$ cat config.mk
export PLATFORM = sky130hd
export DESIGN_NAME = oam_dma
export DESIGN_NICKNAME = d
export VERILOG_FILES = /design/src/rtl/oam_dma.sv
export SDC_FILE = /design/constraint.sdc
export NUM_CORES = 1
export LEC_CHECK = 0
export ABC_AREA = 1
export ABC_CLOCK_PERIOD_IN_PS = 2600
export CORE_UTILIZATION = 35
export DETAILED_ROUTE_END_ITERATION = 10
export SLEW_MARGIN = 10
export SYNTH_ARGS = -nofsm -noshare
export SYNTH_HDL_FRONTEND = slang
export SYNTH_SLANG_ARGS = --single-unit
export TNS_END_PERCENT = 100
$ cat constraint.sdc
create_clock -name i_clk -period 2.6 [get_ports i_clk]
set_input_delay 0.52 -clock i_clk [delete_from_list [all_inputs] [get_ports i_clk]]
set_output_delay 0.52 -clock i_clk [all_outputs]
set_load 0.02 [all_outputs]
$ cat src/rtl/oam_dma.sv
// Sprite DMA ($4014): halts the CPU and copies page P ($P00-$PFF) into OAM through $2004.
// Optional macro OAM_DMA_ODD_ALIGN_EN inserts the odd-cycle ALIGN state; all state changes on the falling clock edge.
module oam_dma (
  input  logic        i_clk,
  input  logic        i_reset_n,
  input  logic [15:0] i_address,
  input  logic        i_rw,
  input  logic [7:0]  i_data,
  input  logic [7:0]  i_bus_data,
  output logic        o_rdy,
  output logic        o_dma_active,
  output logic [15:0] o_address,
  output logic        o_rw,
  output logic [7:0]  o_data,
  output logic [8:0]  o_debug_count
);

  typedef enum logic [2:0] {
    S_IDLE  = 3'd0,
    S_HALT  = 3'd1,
    S_ALIGN = 3'd2,
    S_READ  = 3'd3,
    S_WRITE = 3'd4
  } state_t;

`ifdef OAM_DMA_ODD_ALIGN_EN
  localparam logic ALIGN_EN = 1'b1;
`else
  localparam logic ALIGN_EN = 1'b0;
`endif

  state_t      r_state;
  state_t      w_next;
  logic [7:0]  r_page;
  logic [7:0]  r_index;
  logic [7:0]  r_byte;
  logic [8:0]  r_count;
  logic        r_parity;
  logic        w_trigger;

  // A $4014 write is only honoured while idle; later writes cannot retarget the page.
  assign w_trigger = (i_address == 16'h4014) && !i_rw && (r_state == S_IDLE);

  always_ff @(negedge i_clk or negedge i_reset_n) begin
    if (!i_reset_n) begin
      r_state <= S_IDLE;
    end else begin
      r_state <= w_next;
    end
  end

  always_comb begin
    w_next = r_state;
    case (r_state)
      S_IDLE:  if (w_trigger) w_next = S_HALT;
      S_HALT:  w_next = (ALIGN_EN && r_parity) ? S_ALIGN : S_READ;
      S_ALIGN: w_next = S_READ;
      S_READ:  w_next = S_WRITE;
      S_WRITE: w_next = (r_index == 8'hFF) ? S_IDLE : S_READ;
      default: w_next = S_IDLE;
    endcase
  end

  always_comb begin
    o_rdy        = 1'b0;
    o_dma_active = 1'b1;
    o_address    = 16'h0000;
    o_rw         = 1'b1;
    o_data       = 8'h00;
    case (r_state)
      S_IDLE: begin
        o_rdy        = 1'b1;
        o_dma_active = 1'b0;
      end
      S_HALT, S_ALIGN: o_address = {r_page, 8'h00};
      S_READ:          o_address = {r_page, r_index};
      S_WRITE: begin
        o_address = 16'h2004;
        o_rw      = 1'b0;
        o_data    = r_byte;
      end
      default: begin
        o_rdy        = 1'b1;
        o_dma_active = 1'b0;
      end
    endcase
  end

  always_ff @(negedge i_clk or negedge i_reset_n) begin
    if (!i_reset_n) begin
      r_page   <= 8'h00;
      r_index  <= 8'h00;
      r_byte   <= 8'h00;
      r_count  <= 9'd0;
      r_parity <= 1'b0;
    end else begin
      r_parity <= ~r_parity;
      if (w_trigger) begin
        r_page  <= i_data;
        r_index <= 8'h00;
        r_count <= 9'd0;
      end
      if (r_state == S_READ) begin
        r_byte <= i_bus_data;
      end
      if (r_state == S_WRITE) begin
        r_index <= r_index + 8'd1;
        r_count <= r_count + 9'd1;
      end
    end
  end

  assign o_debug_count = r_count;

endmodule

==> reports/metrics.yaml, run 1 <==
outcome:
  status: "finished, violations left"
  violations: "setup timing"
clock_tree:
  cts_buffers: 5
  htreeDepth: 2
  cts_buffer_depth: 2
  cts_tree: "done"
  cts_root_buf: "clkbuf_8"
  cts_sinks: 36
  hold_buffers: 0
  clock_latency_ps: 300
  path_clk_slew_ps: 50
timing:
  holdWs_ps: 432
  slew_violations: 0
  setup-tns-final_ps: -18020
  hold_violations: 0
  worst_pin_slew_ps: 386
  rsz0062_at_grt: "true"
  slew-limit-headroom_pct: 74.3
  fin_ws_ps: -685
  fin_skew_ps: 5.88
  finalSetupViolCount: 61
setup_path:
  crit_top_cell: "nor2_4"
  worstSetupPathDepth: 5
  cp_num_buf_inv: 2
  arrival_ps: 2760
  cp-start-kind: "register"
  critical-path-slowest-cell: "dfrtn_1"
  r2r_slack_ps: 860
  crit_required_ps: 2080
  max_stage_delay_ps: 490
  critPathKind: "reg -> out"
  crit_family: "flip-flops"
  r2r_cells: 8
  end_kind: "output port"
  crit_chain: "nor2_4 > nor2_4 > clkinv_4 > nor2_4 > buf_6"
  crit_fanout: 7
drt:
  wl_per_cell_um: 12.1
  drt-total-wl_um: 5460
  viasPerCell: 4.56
  ant_nets: 0
  drtPass1Iterations: 4
  drtIter0Drc: 54
  vias: 2062
  drc: 0
placed_design:
  dp_slack_ps: -845
  dpl.hpwl_um: 3720
  dp.cells: 428
  port_buffers: 70
  gp_congestion: 0.749
  postPlaceCellArea_um2: 3270
synthesis:
  yosysTopAreaCell: "dfrtn_1"
  ys_seq_area_share_pct: 44.7
  synth.avg_cell_area_um2: 7.75
  mappedNetlistArea_um2: 2020
  yosysWarnings: 0
  synthesis.nets: 297
  ys_ff_latch: 36
  synth_area_leaders: "dfrtn_1, nand2_1, nor2_1"
  synth.distinct_cells: 27
  synth_cells: 260
  yosys.area.top_type_share_pct: 44.7
pwr:
  ir_drop_uv: 397
  p_leak_nw: 1.73
  p_total_mw: 2.51
  power_density_nw_per_um2: 689
global_route:
  grt_pass1_vias: 1978
  antenna_found_initial: 0
  grt_max_degree: 18
  grt_pass1_wl_um: 8980
  grt.overflow.total: 0
  gr-usage-all-layers_pct: 19.1
floorplan:
  fp-row-count: 27
  die_y_um: 77.9
  die_area_um2: 6070
  start_util_pct: 36.4
  ios: 71
  die_width_um: 77.9
  core-area_um2: 5540
worst_hold_path:
  hold_depth: 2
  worstHoldPathType: "reg -> reg"
cells_and_area:
  syn2layout_area_growth_pct: 80.9
  antenna_cells: 0
  final_common_cell: "nand2_1"
  final_area_um2: 3650
  fin_nets: 416
  most-common-layout-cells: "nand2_1, buf_6, buf_4"
  fin_util_pct: 65.8
  drive_gt1_share_pct: 49.5
  fin_cells: 452
job:
  timing.max_cap.violations: 0
worst register-to-register path, delay by kind of cell, from the launching register on:
kind,cells,cell delay [ps]
XOR/XNOR,1,210
AND/OR/NAND/NOR,4,520
flip-flops,1,400
buffers and inverters,3,470
registers in the layout, summed over array words and instances, names as in the netlist:
name and flops:
o_debug_count 9, r_byte 8, r_index 8, r_page 8
r_state 3
what timing repair did:
item / in CTS / in global routing
setup endpoints to repair: 62 / 62
pin swaps: 25 / 17
buffers inserted: 12 / 4
gates resized for setup: 293 / 23
gates cloned: 4 / 0
where the power goes:
part	switching, mW	leakage, nW	internal, mW	total [mW]
combinational	0.701	1.20	0.545	1.25
clock	0.220	0.0541	0.284	0.504
sequential	0.0696	0.472	0.694	0.764
final timing paths:
| kind | from | to |
|---|---|---|
| setup / recovery | r_state[0] | o_address[12] |
| min in group asynchronous | i_reset_n | r_byte[3] |
| hold reg to reg | r_page[2] | r_page[2] |
| setup reg to reg | r_state[0] | r_index[3] |
| max in group asynchronous | i_reset_n | o_debug_count[8] |
| hold / removal | r_page[2] | r_page[2] |
kinds of logic (layout without fill, tap and decap cells):
| group | count (synthesis) | after routing | share of synthesized area (%) |
|---|---|---|---|
| AOI/OAI and AO/OA | 20 | 20 | 5.21 |
| xor gates and xnor gates | 1 | 1 | 0.435 |
| adders and majority gates | 2 | 2 | 1.24 |
| buffers and inverters | 46 | 166 | 10.6 |
| DFF | 36 | 36 | 44.7 |
| and+or+nand+nor | 155 | 155 | 37.8 |
synthesized netlist by cell type, drive strengths merged:
cell type / instances
nor3b: 1
nand4: 4
nand3: 28
nand3b: 1
nor2: 43
a31oi: 1
o21ai: 14
dfrtn: 36
a22o: 1
inv: 37
a21oi: 4
xor2: 1
buf: 7
or2: 2
clkinv: 2
nand2: 73
nor3: 3
ha: 2
per-layer routing:
metal | track usage (%) | wire, um | vias up
li1 | - | - | 1047
met1 | 24.1 | 2420 | 943
met2 | 32.8 | 2690 | 66
met3 | 3.88 | 300 | 6
met4 | 5.56 | 44 | 0
met5 | 0 | 0 | -
area by class of cell:
class / instances / area, um2
fill: 482 / 1890
multi-input combinational: 178 / 1220
timing repair buffer: 118 / 1140
sequential: 36 / 901
inverter: 39 / 171
tap: 72 / 90.1
clock buffer: 5 / 68.8
clock inverter: 3 / 42.5
timing repair inverter: 1 / 8.76
No activity file was read; power rests on OpenSTA's default activity.
==> run 2, diff against run 1 <==
--- a/config.mk
+++ b/config.mk
@@ -6,9 +6,10 @@
 export NUM_CORES = 1
 export LEC_CHECK = 0
 export ABC_AREA = 1
-export ABC_CLOCK_PERIOD_IN_PS = 2600
+export ABC_CLOCK_PERIOD_IN_PS = 2900
 export CORE_UTILIZATION = 35
 export DETAILED_ROUTE_END_ITERATION = 10
+export PLACE_DENSITY = 0.67
 export SLEW_MARGIN = 10
 export SYNTH_ARGS = -nofsm -noshare
 export SYNTH_HDL_FRONTEND = slang
==> constraint.sdc (replaced) <==
create_clock -name i_clk -period 2.9 [get_ports i_clk]
set_input_delay 0.58 -clock i_clk [delete_from_list [all_inputs] [get_ports i_clk]]
set_output_delay 0.58 -clock i_clk [all_outputs]
set_load 0.02 [all_outputs]
==> run 2 against run 1 <==
Effect of this change:
- the flow still finishes with violations (setup timing)
- global-route usage barely moved
- critical path depth rose by 1
- final cell count rose by 0.22%
- sequential power fell by 10%
- clock power fell by 12%
- hold slack got worse by 13 ps
- via count rose by 1.8%
- core utilization fell by 0.25 points
==> reports/metrics.yaml, run 2 (synthesized netlist as in run 1, its figures left out) <==
setup_path:
  end_kind: "output port"
  critPathKind: "reg -> out"
  crit_fanout: 3
  cp-start-kind: "register"
  crit_required_ps: 2320
  arrival_ps: 2880
clock_tree:
  cts_sinks: 36
  htreeDepth: 2
  hold_buffers: 0
  clock_latency_ps: 290
  cts_tree: "done"
  path_clk_slew_ps: 50
  cts_buffers: 5
  cts_buffer_depth: 2
  cts_root_buf: "clkbuf_8"
pwr:
  ir_drop_uv: 404
  p_leak_nw: 1.74
  p_sw_uw: 905
  pwr-share-seq_pct: 29.9
  p_clk_share_pct: 19.5
  power.internal_mw: 1.38
  power_density_nw_per_um2: 630
  swShare_pct: 39.5
  combPwrFrac_pct: 50.6
cells_and_area:
  final_area_um2: 3630
  drive_gt1_share_pct: 47.0
  most-common-layout-cells: "nand2_1, buf_4, buf_6"
  syn2layout_area_growth_pct: 80.3
  fin_util_pct: 65.6
  fin_nets: 417
  antenna_cells: 0
  fin_cells: 453
  final_common_cell: "nand2_1"
  multi_input_comb_area_um2: 1190
  regArea_um2: 901
  largest_reg_flops: 9
  fillCellCount: 483
timing:
  worst_pin_slew_ps: 390
  fin_ws_ps: -556
  rsz0062_at_grt: "true"
  slew-limit-headroom_pct: 73.8
  setup-tns-final_ps: -13760
  slew_violations: 0
  fin_skew_ps: 1.46
  holdWs_ps: 419
  finalSetupViolCount: 28
  hold_violations: 0
drt:
  viasPerCell: 4.64
  vias: 2100
  drt-total-wl_um: 5390
  ant_nets: 0
  drtIter0Drc: 57
  wl_per_cell_um: 11.9
  drtPass1Iterations: 4
  drc: 0
global_route:
  grt.overflow.total: 0
  antenna_found_initial: 0
  grt_max_degree: 37
  grt_pass1_wl_um: 9280
  grt_pass1_vias: 2092
  gr-usage-all-layers_pct: 19.1
job:
  timing.max_cap.violations: 0
worst_hold_path:
  worstHoldPathType: "reg -> reg"
floorplan:
  core-area_um2: 5540
  ios: 71
  die_area_um2: 6070
  start_util_pct: 36.4
  die_width_um: 77.9
  fp-row-count: 27
  die_y_um: 77.9
placed_design:
  dp.cells: 430
  dpl.hpwl_um: 3710
  port_buffers: 70
  postPlaceCellArea_um2: 3270
  gp_congestion: 0.757
outcome:
  status: "finished, violations left"
  violations: "setup timing"
[run 2: routing by layer]
layer	up-vias	global-route usage, %	wire length [um]
met5	-	0	0
met4	0	5.00	63
met3	7	3.41	303
met2	61	34.2	2760
met1	984	23.6	2260
li1	1048	-	-
[run 2: worst paths after layout]
path,from,end,slack [ps],cells after the start
worst max-delay path,r_state[0],o_address[2],-560,6
worst min-delay path,r_page[3],r_page[3],420,2
worst min register to register,r_page[3],r_page[3],420,2
min in group asynchronous,i_reset_n,r_state[1],1580,2
worst max register to register,r_state[0],o_debug_count[8],1240,10
max in group asynchronous,i_reset_n,o_debug_count[8],1110,2
[run 2: final cells by class]
class | count | area share, %
clock inverters | 3 | 1.17
repair buffers | 120 | 32.3
inverters | 39 | 4.65
well taps | 72 | 2.48
flip-flops and latches | 36 | 24.8
multi-input cells | 178 | 32.7
clock buffers | 5 | 1.89
[run 2: per-stage QoR]
step | power (mW) | setup slack [ps]
3_3_place_gp | 1.68 | -710
4_1_cts | 2.28 | -584
3_5_place_dp | 1.71 | -750
2_1_floorplan | 1.32 | -335
5_1_grt | 2.43 | -603
6_report | 2.29 | -556
[run 2: critical path: stages (launching register included)]
cell	delay (ps)
dfrtn_1	490
inv_2	60
nor3_4	210
buf_4	160
nand2_4	50
nand2_4	50
buf_6	110
[run 2: power by group through the flow]
stage                     Combinational, mW  Sequential (mW)  Clock (mW)
after floorplan                       0.589            0.731           0
after global placement                0.989            0.690           0
after detailed placement               1.01            0.697           0
after CTS                              1.15            0.681       0.458
after global routing                   1.26            0.696       0.475
final                                  1.16            0.685       0.446
[run 2: timing repair]
item	4_1_cts	5_1_grt
cloned	1	0
pin swaps	23	22
resized for setup	259	40
buffers inserted	10	4
setup endpoints to repair	61	58
